**src/rtl/extend_arbiter_pkg.sv**
```systemverilog
`default_nettype none
// ============================================================================
// Module      : extend_arbiter_pkg
// Description : Shared definitions for the immediate-extension arbiter.
//               Holds the extension mode encodings and the default widths.
// Ports       : none (package)
// Options     : EXTEND_ARB_FIXED_PRIO_EN is consumed by extend_arbiter and
//               rr_arbiter2, not by this package.
// Revision    : 1.0 - initial release
// ============================================================================
package extend_arbiter_pkg;

  // Extension mode encodings carried on reqN_mode.
  localparam logic [1:0] EXT_SIGN = 2'b00;  // sign-extend to DATA_W
  localparam logic [1:0] EXT_ZERO = 2'b01;  // zero-extend to DATA_W
  localparam logic [1:0] EXT_HIGH = 2'b10;  // imm in the top bits, low bits zero
  localparam logic [1:0] EXT_RSVD = 2'b11;  // reserved, result is all zeros

  // Default widths.
  localparam int IMM_W_DEFAULT  = 16;
  localparam int DATA_W_DEFAULT = 32;

endpackage : extend_arbiter_pkg
`default_nettype wire

```
**src/rtl/rr_arbiter2.sv**
```systemverilog
`default_nettype none
// ============================================================================
// Module      : rr_arbiter2
// Description : Two-way combinational arbiter with one-hot grant.
//               Round-robin by default: on contention the requester that was
//               not granted last wins. With EXTEND_ARB_FIXED_PRIO_EN defined,
//               req0 always wins and the last_grant_i port is removed.
// Ports       : req0_i, req1_i  - request lines
//               enable_i        - no grant is issued while low
//               last_grant_i    - 0: req0 granted last, 1: req1 granted last
//               grant_o[1:0]    - one-hot grant, bit N for requester N
// Options     : EXTEND_ARB_FIXED_PRIO_EN
// Revision    : 1.0 - initial release
// ============================================================================
module rr_arbiter2 (
  input  logic       req0_i,
  input  logic       req1_i,
  input  logic       enable_i,
`ifndef EXTEND_ARB_FIXED_PRIO_EN
  input  logic       last_grant_i,
`endif
  output logic [1:0] grant_o
);

`ifdef EXTEND_ARB_FIXED_PRIO_EN
  assign grant_o[0] = enable_i & req0_i;
  assign grant_o[1] = enable_i & req1_i & ~req0_i;
`else
  // On contention, last_grant_i=1 hands the slot to req0, otherwise to req1.
  assign grant_o[0] = enable_i & req0_i & (~req1_i |  last_grant_i);
  assign grant_o[1] = enable_i & req1_i & (~req0_i | ~last_grant_i);
`endif

endmodule : rr_arbiter2
`default_nettype wire

```
**src/rtl/extend_arbiter.sv**
```systemverilog
`default_nettype none
// ============================================================================
// Module      : extend_arbiter
// Description : Arbitrates two immediate-extension requesters into a single
//               registered output slot. The granted immediate is sign-,
//               zero- or high-extended to DATA_W and presented one cycle
//               after the transfer. The slot refills in the same cycle it
//               drains, so one result per cycle is sustained.
// Ports       : clock, reset                  - clock, sync active-high reset
//               reqN_valid/ready/mode/imm     - requester N (N = 0, 1)
//               out_valid/ready/data/src      - result handshake
// Options     : EXTEND_ARB_FIXED_PRIO_EN - req0 always wins contention and
//               the last_grant register is not built.
// Revision    : 1.0 - initial release
// ============================================================================
module extend_arbiter
  import extend_arbiter_pkg::*;
#(
  parameter int IMM_W  = IMM_W_DEFAULT,
  parameter int DATA_W = DATA_W_DEFAULT
) (
  input  logic              clock,
  input  logic              reset,
  input  logic              req0_valid,
  output logic              req0_ready,
  input  logic [1:0]        req0_mode,
  input  logic [IMM_W-1:0]  req0_imm,
  input  logic              req1_valid,
  output logic              req1_ready,
  input  logic [1:0]        req1_mode,
  input  logic [IMM_W-1:0]  req1_imm,
  output logic              out_valid,
  input  logic              out_ready,
  output logic [DATA_W-1:0] out_data,
  output logic              out_src
);

  function automatic logic [DATA_W-1:0] extend_imm(input logic [1:0]       mode,
                                                   input logic [IMM_W-1:0] imm);
    case (mode)
      EXT_SIGN: return {{(DATA_W-IMM_W){imm[IMM_W-1]}}, imm};
      EXT_ZERO: return {{(DATA_W-IMM_W){1'b0}}, imm};
      EXT_HIGH: return {imm, {(DATA_W-IMM_W){1'b0}}};
      default:  return '0;
    endcase
  endfunction

  logic              out_valid_q, out_valid_d;
  logic [DATA_W-1:0] out_data_q,  out_data_d;
  logic              out_src_q,   out_src_d;

  logic              w_slot_free;
  logic              w_enable;
  logic [1:0]        w_grant;
  logic              w_xfer;
  logic [1:0]        w_sel_mode;
  logic [IMM_W-1:0]  w_sel_imm;

  // Slot is free when empty or when the consumer drains it this cycle.
  assign w_slot_free = ~out_valid_q | out_ready;
  // Readys are forced low during reset so no transfer is ever seen then.
  assign w_enable    = w_slot_free & ~reset;

`ifdef EXTEND_ARB_FIXED_PRIO_EN
  rr_arbiter2 u_arb (
    .req0_i   (req0_valid),
    .req1_i   (req1_valid),
    .enable_i (w_enable),
    .grant_o  (w_grant)
  );
`else
  logic last_grant_q, last_grant_d;

  rr_arbiter2 u_arb (
    .req0_i       (req0_valid),
    .req1_i       (req1_valid),
    .enable_i     (w_enable),
    .last_grant_i (last_grant_q),
    .grant_o      (w_grant)
  );

  // Only a completed transfer moves the round-robin pointer.
  assign last_grant_d = w_xfer ? w_grant[1] : last_grant_q;

  always_ff @(posedge clock) begin
    if (reset) begin
      last_grant_q <= 1'b1;  // req0 wins the first contention after reset
    end else begin
      last_grant_q <= last_grant_d;
    end
  end
`endif

  assign req0_ready = w_grant[0];
  assign req1_ready = w_grant[1];
  assign w_xfer     = |w_grant;

  assign w_sel_mode = w_grant[1] ? req1_mode : req0_mode;
  assign w_sel_imm  = w_grant[1] ? req1_imm  : req0_imm;

  always_comb begin
    out_valid_d = out_valid_q;
    out_data_d  = out_data_q;
    out_src_d   = out_src_q;
    if (w_xfer) begin
      out_valid_d = 1'b1;
      out_data_d  = extend_imm(w_sel_mode, w_sel_imm);
      out_src_d   = w_grant[1];
    end else if (out_ready) begin
      out_valid_d = 1'b0;
    end
  end

  always_ff @(posedge clock) begin
    if (reset) begin
      out_valid_q <= 1'b0;
      out_data_q  <= '0;
      out_src_q   <= 1'b0;
    end else begin
      out_valid_q <= out_valid_d;
      out_data_q  <= out_data_d;
      out_src_q   <= out_src_d;
    end
  end

  assign out_valid = out_valid_q;
  assign out_data  = out_data_q;
  assign out_src   = out_src_q;

endmodule : extend_arbiter
`default_nettype wire

```
**config.mk**
```make
export PLATFORM = sky130hd
export DESIGN_NAME = extend_arbiter
export DESIGN_NICKNAME = d
export VERILOG_FILES = /design/src/rtl/extend_arbiter_pkg.sv /design/src/rtl/rr_arbiter2.sv /design/src/rtl/extend_arbiter.sv
export SDC_FILE = /design/constraint.sdc
export NUM_CORES = 1
export LEC_CHECK = 0
export CORE_ASPECT_RATIO = 0.6
export CORE_UTILIZATION = 65
export DETAILED_ROUTE_END_ITERATION = 7
export DONT_BUFFER_PORTS = 1
export PLACE_DENSITY = 0.81
export SLEW_MARGIN = 30
export SYNTH_ARGS = -nofsm -noshare
export SYNTH_HDL_FRONTEND = slang
export SYNTH_SLANG_ARGS = --single-unit
```
**constraint.sdc**
```tcl
create_clock -name clock -period 5.1 [get_ports clock]
set_clock_uncertainty 0.1 [all_clocks]
set_input_delay 1.02 -clock clock [delete_from_list [all_inputs] [get_ports clock]]
set_output_delay 1.02 -clock clock [all_outputs]
set_load 0.01 [all_outputs]
```
[Yosys cells after proc, flatten, opt, wreduce, memory -nomap -nowiden]
Cells that the tools add are included.
Word-level totals
  flip-flop bits (word level): 35
  output and inout bits: 36
  word-level logic and storage cells: 27
Cells by class
  equal/unequal tests: 2
  multiplexer cells: 5
  bitwise gates (word level): 13
  reductions and logical operators: 3
Operator list (number)
  $pmux W32 S3: 1
  $mux W16: 1
  $and A1 B1 Y1: 5
  $not A1 Y1: 5
  $or A1 B1 Y1: 3
  $eq A2 B1 Y1 const B: 1
  $eq A2 B2 Y1 const B: 1
  $logic_not A2 Y1: 1
  $mux W1: 2
  $mux W2: 1
  $reduce_bool A2 Y1: 1
  $reduce_or A2 Y1: 1

[Logic depth before layout (Yosys ltp)]
  word-level depth: 8
  mapped depth: 6
  gate-level depth less buffers: 4

[Modules after synthesis]
A second synthesis with hierarchy kept.
Unflattened totals
  cells, all modules: 205
  area total of the unflattened synthesis: 1737.9 um^2
By module, submodules not included
  extend_arbiter: times used 1, cells an instance 200, area an instance 1716.6 um^2
  rr_arbiter2: times used 1, cells an instance 5, area an instance 21.3 um^2

[Least setup slack after synthesis]
OpenSTA, ideal clock, no wires.
  path kind: input to output
  start point: in out_ready
  end point: out req0_ready
  data arrival time: 2030 ps
  required time: 3980 ps
  path slack: 1950 ps
  stages on the path: 4
  path buffers: 2
  path through: and2b_4 buf_2 buf_4 a2111oi_2
Between the ends
  word-level cells in the longest chain between the ends: 4
Ends and longest elaborated chain
  from (decl): line extend_arbiter.sv:33  | input logic out_ready,
  $or A1 B1 Y1: line extend_arbiter.sv:60  | assign w_slot_free = ~out_valid_q | out_ready;
  $and A1 B1 Y1: line extend_arbiter.sv:62  | assign w_enable = w_slot_free & ~reset;
  $and A1 B1 Y1 (2 in series): line rr_arbiter2.sv:30  | assign grant_o[0] = enable_i & req0_i & (~req1_i | last_grant_i);
  to (decl): line extend_arbiter.sv:25  | output logic req0_ready,
Every way passes these cells.

[Final worst setup path]
  start point: in req1_valid
  end point: out req1_ready
Between the ends
  word-level cells in the longest chain between the ends: 2
Ends and longest elaborated chain
  from (decl): line extend_arbiter.sv:28  | input logic req1_valid,
  $and A1 B1 Y1 (2 in series): line rr_arbiter2.sv:31  | assign grant_o[1] = enable_i & req1_i & (~req0_i | ~last_grant_i);
  to (decl): line extend_arbiter.sv:29  | output logic req1_ready,
Every way passes these cells.

==> metrics.cfg <==
[critical_path]
slowest_stage=nor3_2
critPathKind=in -> out
crit_family=simple AND/OR/NAND/NOR gates
cp-end-kind=output pin
rrSetupSlack_ps=2740
worst-r2r-cell-count=4
cp.arrival_ps=2070
cp_num_buf_inv=0
cp-start-kind=primary input
r2r-start=last_grant_q
path_max_fanout=20
worstPathRequired_ps=3980
regToRegEndpoint=out_data[28]
max_stage_delay_ps=610
crit_chain=a21bo_1 -> nor3_2

[logic_synthesis]
netlist_instances=199
synth_simple_gate_area_share_pct=16.2
ys_top_cells_by_area=dfxtp_1 (36%), o221a_1 (8.6%), and4_1 (7.2%)
synth.net_count=240
synth_top_cell_area_share_pct=35.8
yosys-mux-area-fraction_pct=0
ys_seq_area_share_pct=35.8
syn_avg_cell_area_um2=9.85
synth_compound_area_share_pct=41.2
ys_ff_latch=35
synth_top_family_by_area=compound AO/OA/AOI/OAI gates
ys.warnings.count=0
yosys.area_share.xor_xnor_pct=0
synth_fa_ha_area_share_pct=0
ys_types=34
yosysTopAreaCell=dfxtp_1
synth_area_um2=1960

[route]
drt_iter0_drc=113
vias_per_cell=7.25
vias=1638
wl_um=4940
drtPass1Iterations=4
drc=0
drtAntennaViolNets=0
route.detailed.wl_per_inst_um=21.9

[global_route]
grt_pass1_vias=1374
grt_max_degree=42
grt_remaining_overflow=0
grt_pass1_wl_um=7220
antenna_found_initial=0
grt.total_usage_pct=30.8

[place]
port_buffers=0
place_ws_ps=1960
gp_congestion=0.896
hpwl_um=3540

[clock_network]
hold_buffers=0
tritoncts=done
cts_root_buf=clkbuf_8
cts_buffers=5
cts.sinks=35
clockBufferDepth=2
clk_pin_slew_ps=70
post-cts-setup-buffers=0
cts-htree-levels=2
ctsResizeCount=0
insertion_delay_ps=280

[timing]
post-route-period-util_pct=62.6
finalHoldViolations=0
max_freq_mhz=313
whs_ps=394
rsz0062_at_grt=no
setup_tns_ps=0
worst_pin_slew_ps=894
slew_headroom_pct=40.3
period_needed_ps=3190
setup_viol=0
maxSlewViolCount=0
setup_ws_ps=1910

[hold_path]
hold_end=out_data[3]
hold_path_depth=2
hold_class=reg -> reg
hp-start=out_data[3]

[floorplanning]
die-area_um2=3250
rows=15
die_w_um=72.9
die_h_um=44.5
start_util_pct=68.2
coreArea_um2=2870
ioPinCount=77

[power]
p_leak_nw=0.682
total_power_mw=0.652
ir_drop_uv=218
p_per_area_nw_per_um2=323

[layout]
nFillCells=219
diodes=0
layout_commonest_cell=dfxtp_1
drive_gt1_share_pct=10.3
final_util_pct=70.4
final_cell_mix=dfxtp_1 (35), nand2_1 (18), a21oi_1 (17)
nets=224
syn2layout_area_growth_pct=3.13

[job]
drv_cap=0

[run_status]
outcome=finished, final reports clean

[kinds of logic after synthesis]
kind of cell / Yosys count
flip-flops: 35
AND/OR/NAND/NOR: 48
buffers and inverters: 28
AO/OA/AOI/OAI: 88
[stage by stage]
step | instances | cell area [um2]
final | 226 | 2020
after global placement | 217 | 1890
after detailed placement | 218 | 1900
after floorplan | 199 | 1960
after global routing | 226 | 2020
after CTS | 226 | 2020
[where the power goes]
part	switching, mW	leakage, nW	total [mW]	internal, mW
logic	0.0533	0.334	0.0893	0.0360
registers	0.0196	0.287	0.310	0.291
clock network	0.0945	0.0612	0.253	0.158
total	0.167	0.682	0.652	0.485
[worst max path at each step]
stage | startpoint | end | slack (ps) | cells past startpoint
finish | req1_valid | req1_ready | 1910 | 2
global placement | req1_valid | req1_ready | 1990 | 2
detailed placement | req1_valid | req1_ready | 1960 | 2
CTS | req1_valid | req1_ready | 1960 | 2
global route | req1_valid | req1_ready | 1870 | 2
floorplan | out_ready | req0_ready | 1950 | 4
[registers in the layout, indices dropped and copies added, names as in the netlist]
name and flops:
last_grant_q 1, out_data 32, out_src 1, out_valid 1
[final cells by class]
class | instances | area, um2 | share of cell area, %
multi-input combinational | 136 | 1120 | 55.6
sequential | 35 | 701 | 34.7
clock buffer | 6 | 82.6 | 4.09
tap | 42 | 52.6 | 2.60
clock inverter | 2 | 35.0 | 1.73
inverter | 4 | 15.0 | 0.743
timing repair buffer | 1 | 11.3 | 0.557
[Yosys cell counts]
library cell	instances
o311ai_4	2
a21oi_1	17
o221a_1	15
buf_4	3
o2bb2a_1	5
o2111ai_1	16
nor3_4	1
a21boi_2	1
and2b_4	1
a311oi_1	1
o221ai_1	1
nor3_2	1
or3_1	1
nand2_1	18
clkbuf_1	11
o31ai_4	1
nor2_1	2
inv_1	4
and4_1	16
nor2b_1	1
nand4_1	2
o21bai_1	1
buf_6	1
nand4_2	1
dfxtp_1	35
nor3b_1	1
or2_2	1
buf_2	9
o31a_1	16
nand2b_1	1
a21bo_1	1
a2bb2oi_1	10
a2111oi_2	1
nand3b_1	1
[metal layers]
| layer | GRT usage [%] | up-vias | routed length, um |
|---|---|---|---|
| met2 | 40.4 | 105 | 2060 |
| met1 | 40.6 | 750 | 2110 |
| met3 | 19.4 | 4 | 742 |
| met5 | 0 | - | 0 |
| li1 | - | 779 | - |
| met4 | 11.0 | 0 | 23 |
(Power assumes the default switching activity.)
